==> src/rtl/pad_od_bank.sv <==
// Bank of open-drain pad channels: registered drive, synchronised and glitch-filtered
// input with edge pulses, and a stuck-high fault monitor built only when PAD_OD_FAULT_EN is defined.
module pad_od_bank #(
    parameter int N_CH        = 2,
    parameter int SYNC_STAGES = 2,
    parameter int FILT_CYC    = 3,
    parameter int FAULT_CYC   = 16
) (
    input  logic            clk,
    input  logic            rst,
    input  logic [N_CH-1:0] core_out,
    output logic [N_CH-1:0] pad_en,
    output logic [N_CH-1:0] pad_dout,
    input  logic [N_CH-1:0] pad_din,
    output logic [N_CH-1:0] core_in,
    output logic [N_CH-1:0] rise,
    output logic [N_CH-1:0] fall,
    output logic [N_CH-1:0] fault,
    input  logic [N_CH-1:0] fault_clr
);

    logic [SYNC_STAGES-1:0][N_CH-1:0] sync_q;
    logic [N_CH-1:0]                  s;
    logic [N_CH-1:0]                  core_in_q;

    always_ff @(posedge clk) begin
        if (rst) begin
            pad_en   <= '0;
            pad_dout <= '1;
        end else begin
            pad_en   <= ~core_out;
            pad_dout <= core_out;
        end
    end

    // sync_q[0] is the stage nearest the pad; everything resets to the released level
    always_ff @(posedge clk) begin
        if (rst) begin
            sync_q <= '1;
        end else begin
            sync_q <= {sync_q[SYNC_STAGES-2:0], pad_din};
        end
    end

    assign s = sync_q[SYNC_STAGES-1];

    generate
        if (FILT_CYC == 0) begin : g_bypass
            assign core_in = s;
        end else begin : g_filt
            localparam int FW = $clog2(FILT_CYC + 1);
            localparam logic [FW-1:0] CNT_LAST = FW'(FILT_CYC - 1);

            logic [N_CH-1:0][FW-1:0] cnt;

            always_ff @(posedge clk) begin
                if (rst) begin
                    cnt     <= '0;
                    core_in <= '1;
                end else begin
                    for (int i = 0; i < N_CH; i++) begin
                        if (s[i] == core_in[i]) begin
                            cnt[i] <= '0;
                        end else if (cnt[i] == CNT_LAST) begin
                            core_in[i] <= s[i];
                            cnt[i]     <= '0;
                        end else begin
                            cnt[i] <= cnt[i] + 1'b1;
                        end
                    end
                end
            end
        end
    endgenerate

    // Resetting to 1 matches the core_in reset level, so no pulse on reset entry/exit
    always_ff @(posedge clk) begin
        if (rst) begin
            core_in_q <= '1;
        end else begin
            core_in_q <= core_in;
        end
    end

    assign rise = core_in & ~core_in_q;
    assign fall = ~core_in & core_in_q;

`ifdef PAD_OD_FAULT_EN
    localparam int CW = $clog2(FAULT_CYC + 1);
    localparam logic [CW-1:0] FCNT_MAX = CW'(FAULT_CYC);

    logic [N_CH-1:0][CW-1:0] fcnt;

    always_ff @(posedge clk) begin
        if (rst) begin
            fcnt  <= '0;
            fault <= '0;
        end else begin
            for (int i = 0; i < N_CH; i++) begin
                if (fault_clr[i]) begin
                    fcnt[i]  <= '0;
                    fault[i] <= 1'b0;
                end else if (pad_en[i] && core_in[i]) begin
                    if (fcnt[i] != FCNT_MAX) begin
                        fcnt[i] <= fcnt[i] + 1'b1;
                    end
                    if (fcnt[i] == FCNT_MAX - 1'b1) begin
                        fault[i] <= 1'b1;
                    end
                end else begin
                    fcnt[i] <= '0;
                end
            end
        end
    end
`else
    logic unused_fault_clr;

    assign fault            = '0;
    assign unused_fault_clr = ^fault_clr;
`endif

endmodule

==> config.mk <==
export PLATFORM = sky130hd
export DESIGN_NAME = pad_od_bank
export DESIGN_NICKNAME = d
export VERILOG_FILES = /design/src/rtl/pad_od_bank.sv
export SDC_FILE = /design/constraint.sdc
export NUM_CORES = 1
export LEC_CHECK = 0
export ABC_AREA = 1
export CORE_MARGIN = 1
export CORE_UTILIZATION = 31
export DETAILED_ROUTE_END_ITERATION = 12
export DONT_BUFFER_PORTS = 1
export PLACE_DENSITY = 0.43
export SLEW_MARGIN = 25
export SYNTH_ARGS = -nofsm -noshare
export SYNTH_HDL_FRONTEND = slang
export SYNTH_SLANG_ARGS = --single-unit
==> constraint.sdc <==
create_clock -name clk -period 2.4 [get_ports clk]
set_input_delay 0.24 -clock clk [delete_from_list [all_inputs] [get_ports clk]]
set_output_delay 0.24 -clock clk [all_outputs]
set_load 0.05 [all_outputs]
* Word-level counts from Yosys, hierarchy flattened
Index checks and enable logic that the tools add are counted.
Widths: inputs -> output; s select.
** Word-level totals
- Bits in registers :: 16
- Memory bits (writable) :: 0
- Memories :: 0
- ROM bits :: 0
- Output and inout bits :: 12
- Latch bits :: 0
- Word-level logic and storage cells :: 26
** Cells by class
- Shifts and indexed selects :: 0
- Add/subtract/negate cells :: 2
- Bitwise gates (word level) :: 7
- $mul :: 0
- Muxes and demuxes :: 0
- Equal/unequal tests :: 4
- Div/mod/pow operators :: 0
- Magnitude comparators :: 0
- Reductions and logical operators :: 4
** Operator list (count)
- $not 2->2 :: 3
- $reduce_or 3->1 :: 2
- $add 2x1->2 const B :: 2
- $and 2x2->2 :: 2
- $eq 2x2->1 const B :: 2
- $reduce_and 2->1 :: 2
- $eq 1x1->1 :: 2
- $not 1->1 :: 2

* Depth between registers and ports, before layout
- Word-level depth :: 3
- Depth in mapped cells :: 5
- Mapped depth without buffers :: 5

* Worst setup path before layout
Ideal clock, no wire load.
- Kind :: reg-to-output
- Start point :: register core_in[0]
- End point :: output port rise[0]
- Arrival time :: 1.470 ns
- Required time :: 2.160 ns
- Cell stages (with the launch flop) :: 3
- Setup slack :: 0.690 ns
- Path through :: dfxtp_1 > inv_1 > nor2_1
** Between the ends
- Longest elaborated chain between the ends :: 1
** Ends and longest elaborated chain
- from (decl) :: line 15 : output logic [N_CH-1:0] core_in,
- from (signal, indexed assignment) :: line 65 : core_in[i] <= s[i];
- $and 2x2->2 :: line 85 : assign rise = core_in & ~core_in_q;
- to (decl) :: line 16 : output logic [N_CH-1:0] rise,
No other way between the ends.

* Final worst setup path
Same ends and word-level chain as after synthesis.

==> impl_summary.log <==
[metrics] result of the run: finished, violations left
[metrics] failing checks: DRC
[metrics] initial antenna violation count: 0
[metrics] count of pins over their slew limit: 0
[metrics] worst path required time: 2.16 ns
[metrics] utilization after layout: 0.397
[metrics] Vert. Die Dim: 44.2 um
[metrics] Final HPWL DP: 506 um
[metrics] fin worst setup slack: 0.678 ns
[metrics] sort of element at the end of the critical path: output port
[metrics] worst r2r dst: g_filt.cnt[1]$_SDFF_PP0_
[metrics] Hold Startpoint: core_out[1]
[metrics] share of final-layout standard cells stronger than drive strength 1: 0.162
[metrics] part of the Yosys area used for sequential elements: 0.580
[metrics] Vias: 354
[metrics] Inserted Diodes: 0
[metrics] Register-to-Register Setup Slack: 1.21 ns
[metrics] top-level port count: 20
[metrics] relative slew slack: 0.608
[metrics] area used by multi-input combinational logic: 168 um2
[metrics] sort of element at the start of the critical path: flip-flop
[metrics] Power Total: 0.483 mW
[metrics] number of sinks handled by clock tree synthesis: 16
[metrics] library cell used as clock root buffer: sky130_fd_sc_hd__clkbuf_4
[metrics] net switching component of the power: 0.111 mW
[metrics] Hold WS: 0.0267 ns
[metrics] post-synth top area share: 0.580
[metrics] pin count of the biggest net entering global routing: 12
[metrics] Crit path arrival time: 1.48 ns
[metrics] Yosys top cell by area: sky130_fd_sc_hd__dfxtp_1
[metrics] Power per Cell Area: 772 nW/um2
[metrics] antenna-violating nets left: 0
[metrics] Core Area: 1580 um2
[metrics] Filler cells: 160
[metrics] distinct cell type count of the synthesized netlist: 15
[metrics] Max FO, Critical Path: 4
[metrics] DRC violations left: 1
[metrics] storage element area: 320 um2
[metrics] fmax: 0.581 GHz
[metrics] violation count after the first detailed-route iteration: 3
[metrics] CTS max path bufs: 2
[metrics] CTS resizes: 0
[metrics] worst ir drop on vdd: 297 uV
[metrics] count of cells along the worst register-to-register path: 4
[metrics] global-route usage over all layers: 0.0941
[metrics] clock buffers created by TritonCTS: 3
[metrics] per-cell routed wire length: 8.57 um
[metrics] unrepaired setup endpoints after global routing: false
[metrics] setup TNS: 0 ns
[metrics] Syn. warnings: 0
[metrics] number of instances in the synthesized netlist: 61
[metrics] cells taking the most area after synthesis: sky130_fd_sc_hd__dfxtp_1, sky130_fd_sc_hd__nor2_1, sky130_fd_sc_hd__inv_1, sky130_fd_sc_hd__ha_1, sky130_fd_sc_hd__or2_1
[metrics] total setup violations reported at the end of the flow: 0
[metrics] Clk pin slew, worst setup/hold paths: 0.09 ns
[metrics] Syn Std Cell Area: 552 um2
[metrics] detailed-route wire length: 720 um
[metrics] Initial Util: 0.350
[metrics] register bit count reported by yosys: 16
[metrics] startpoint of the most critical register-to-register path: core_in[0]$_SDFFE_PP1P_
[metrics] number of setup buffers added after CTS: 0
[metrics] full die area: 1950 um2
[metrics] buffers added on ports: 0
[metrics] CTS tree: built
[metrics] classification of the worst-slack hold path: input port to flip-flop
[metrics] Critical Setup Path Class: flip-flop to output port
[metrics] dpl ws: 0.983 ns
[metrics] number of global-route vias before repair: 338
[metrics] number of iterations in the first detailed-routing pass: 9
[metrics] switching power share of the total: 0.229
[metrics] Horiz. Die Dim: 44.2 um
[metrics] static leakage power: 0.325 nW
[metrics] via density per instance: 4.21
[metrics] power share of the clock group: 0.358
[metrics] actual transition at the worst max-transition pin: 0.587 ns
[metrics] weighted congestion reported at the end of routability-driven placement: 0.614
[metrics] worst hold path endpoint: pad_en[1]$_SDFF_PP0_
[metrics] final count of hold timing violations: 0
[metrics] combinational group share of total power: 0.042
[metrics] H-tree levels: 1
[metrics] Max Cap Violations: 0
[metrics] number of rows in the core area: 14
[metrics] period utilization: 0.718
[metrics] worst skew pair latency: 0.28 ns
[metrics] internal power component: 0.372 mW
[metrics] area growth from synthesis to layout: 13.4%
[metrics] Clock Skews: 0.00599 ns
[metrics] hold path cells: 1
[metrics] Flop pwr share: 0.600
[metrics] aggregate global routing overflow: 0
[metrics] Period minus WS final: 1.72 ns
[metrics] Post-Synthesis Mean Instance Area: 9.05 um2
[metrics] global-route wire length before repair: 1280 um
[metrics] total number of nets in the final design: 79
==> worst max-delay path by stage <==
stage,start,end,slack [ns]
2_1_floorplan,core_in[0]$_SDFFE_PP1P_,rise[0],0.69
3_3_place_gp,core_in[0]$_SDFFE_PP1P_,rise[0],0.99
3_5_place_dp,core_in[0]$_SDFFE_PP1P_,rise[0],0.98
4_1_cts,core_in[0]$_SDFFE_PP1P_,rise[0],0.65
5_1_grt,core_in[0]$_SDFFE_PP1P_,rise[0],0.57
6_report,core_in[0]$_SDFFE_PP1P_,rise[0],0.68
==> Yosys cell counts (all sizes together) <==
cell type	instances
inv	11
nand3	2
ha	2
a21oi	2
dfxtp	16
nor2	12
nand2	6
o21ai	2
or2	4
conb	1
buf	3
==> state kept, by name, indices dropped and copies added (netlist names) <==
name and count:
g_filt.cnt 4, core_in 2, core_in_q 2, pad_dout 2
pad_en 2, s 2, sync_q 2
==> metrics by stage <==
stage | cell area [um2] | cells
global placement | 579 | 79
CTS | 616 | 83
detailed placement | 579 | 79
global route | 626 | 84
finish | 626 | 84
floorplan | 556 | 62
==> area by class of cell <==
type,instances,area share
Sequential cell,16,0.512
Timing Repair Buffer,5,0.0640
Tap cell,16,0.0320
Clock buffer,4,0.0580
Multi-Input combinational cell,32,0.268
Inverter,11,0.0660
==> cells by family after synthesis <==
logic type | synth area share
and+or+nand+nor | 0.209
DFF | 0.581
buffers and inverters | 0.122
AOI/OAI and AO/OA | 0.0363
adders and majority gates | 0.0453
other | 0.00680
==> what timing repair did <==
item | in CTS | in global routing
endpoints found under the hold margin | 0 | 2
endpoints found under the setup margin | 0 | 0
hold buffers | 0 | 1
==> critical path, stage by stage, from the launching register on <==
cell and delay [ns]:
sky130_fd_sc_hd__dfxtp_1 0.69, sky130_fd_sc_hd__inv_1 0.19, sky130_fd_sc_hd__nor2_1 0.12, sky130_fd_sc_hd__buf_4 0.20
==> layer usage <==
| layer | global-route usage | up-vias | part of all wire |
|---|---|---|---|
| li1 | - | 190 | - |
| met5 | 0 | - | 0 |
| met3 | 0.0408 | 2 | 0.083 |
| met4 | 0.0909 | 0 | 0.013 |
| met1 | 0.0990 | 145 | 0.48 |
| met2 | 0.138 | 17 | 0.42 |
==> power by group through the flow <==
stage	Combinational [mW]	Clock [mW]	Sequential, mW
after global placement	0.0182	0	0.296
after floorplan	0.0229	0	0.295
final	0.0202	0.173	0.290
after global routing	0.0229	0.198	0.291
after CTS	0.0186	0.186	0.290
after detailed placement	0.0187	0	0.296
==> cell usage in the layout (no fill, tap or decap) <==
master                           n
sky130_fd_sc_hd__conb_1          2
sky130_fd_sc_hd__nor2_4          1
sky130_fd_sc_hd__a21oi_1         2
sky130_fd_sc_hd__nand3_1         1
sky130_fd_sc_hd__nand3_2         1
sky130_fd_sc_hd__or2_1           4
sky130_fd_sc_hd__clkbuf_4        3
sky130_fd_sc_hd__ha_1            2
sky130_fd_sc_hd__dfxtp_1        16
sky130_fd_sc_hd__dlygate4sd3_1   1
sky130_fd_sc_hd__clkbuf_8        1
sky130_fd_sc_hd__inv_1          10
sky130_fd_sc_hd__nor2_1         11
sky130_fd_sc_hd__buf_4           4
sky130_fd_sc_hd__o21ai_0         2
sky130_fd_sc_hd__inv_2           1
sky130_fd_sc_hd__nand2_1         6
No activity file was read; power rests on OpenSTA's default activity.
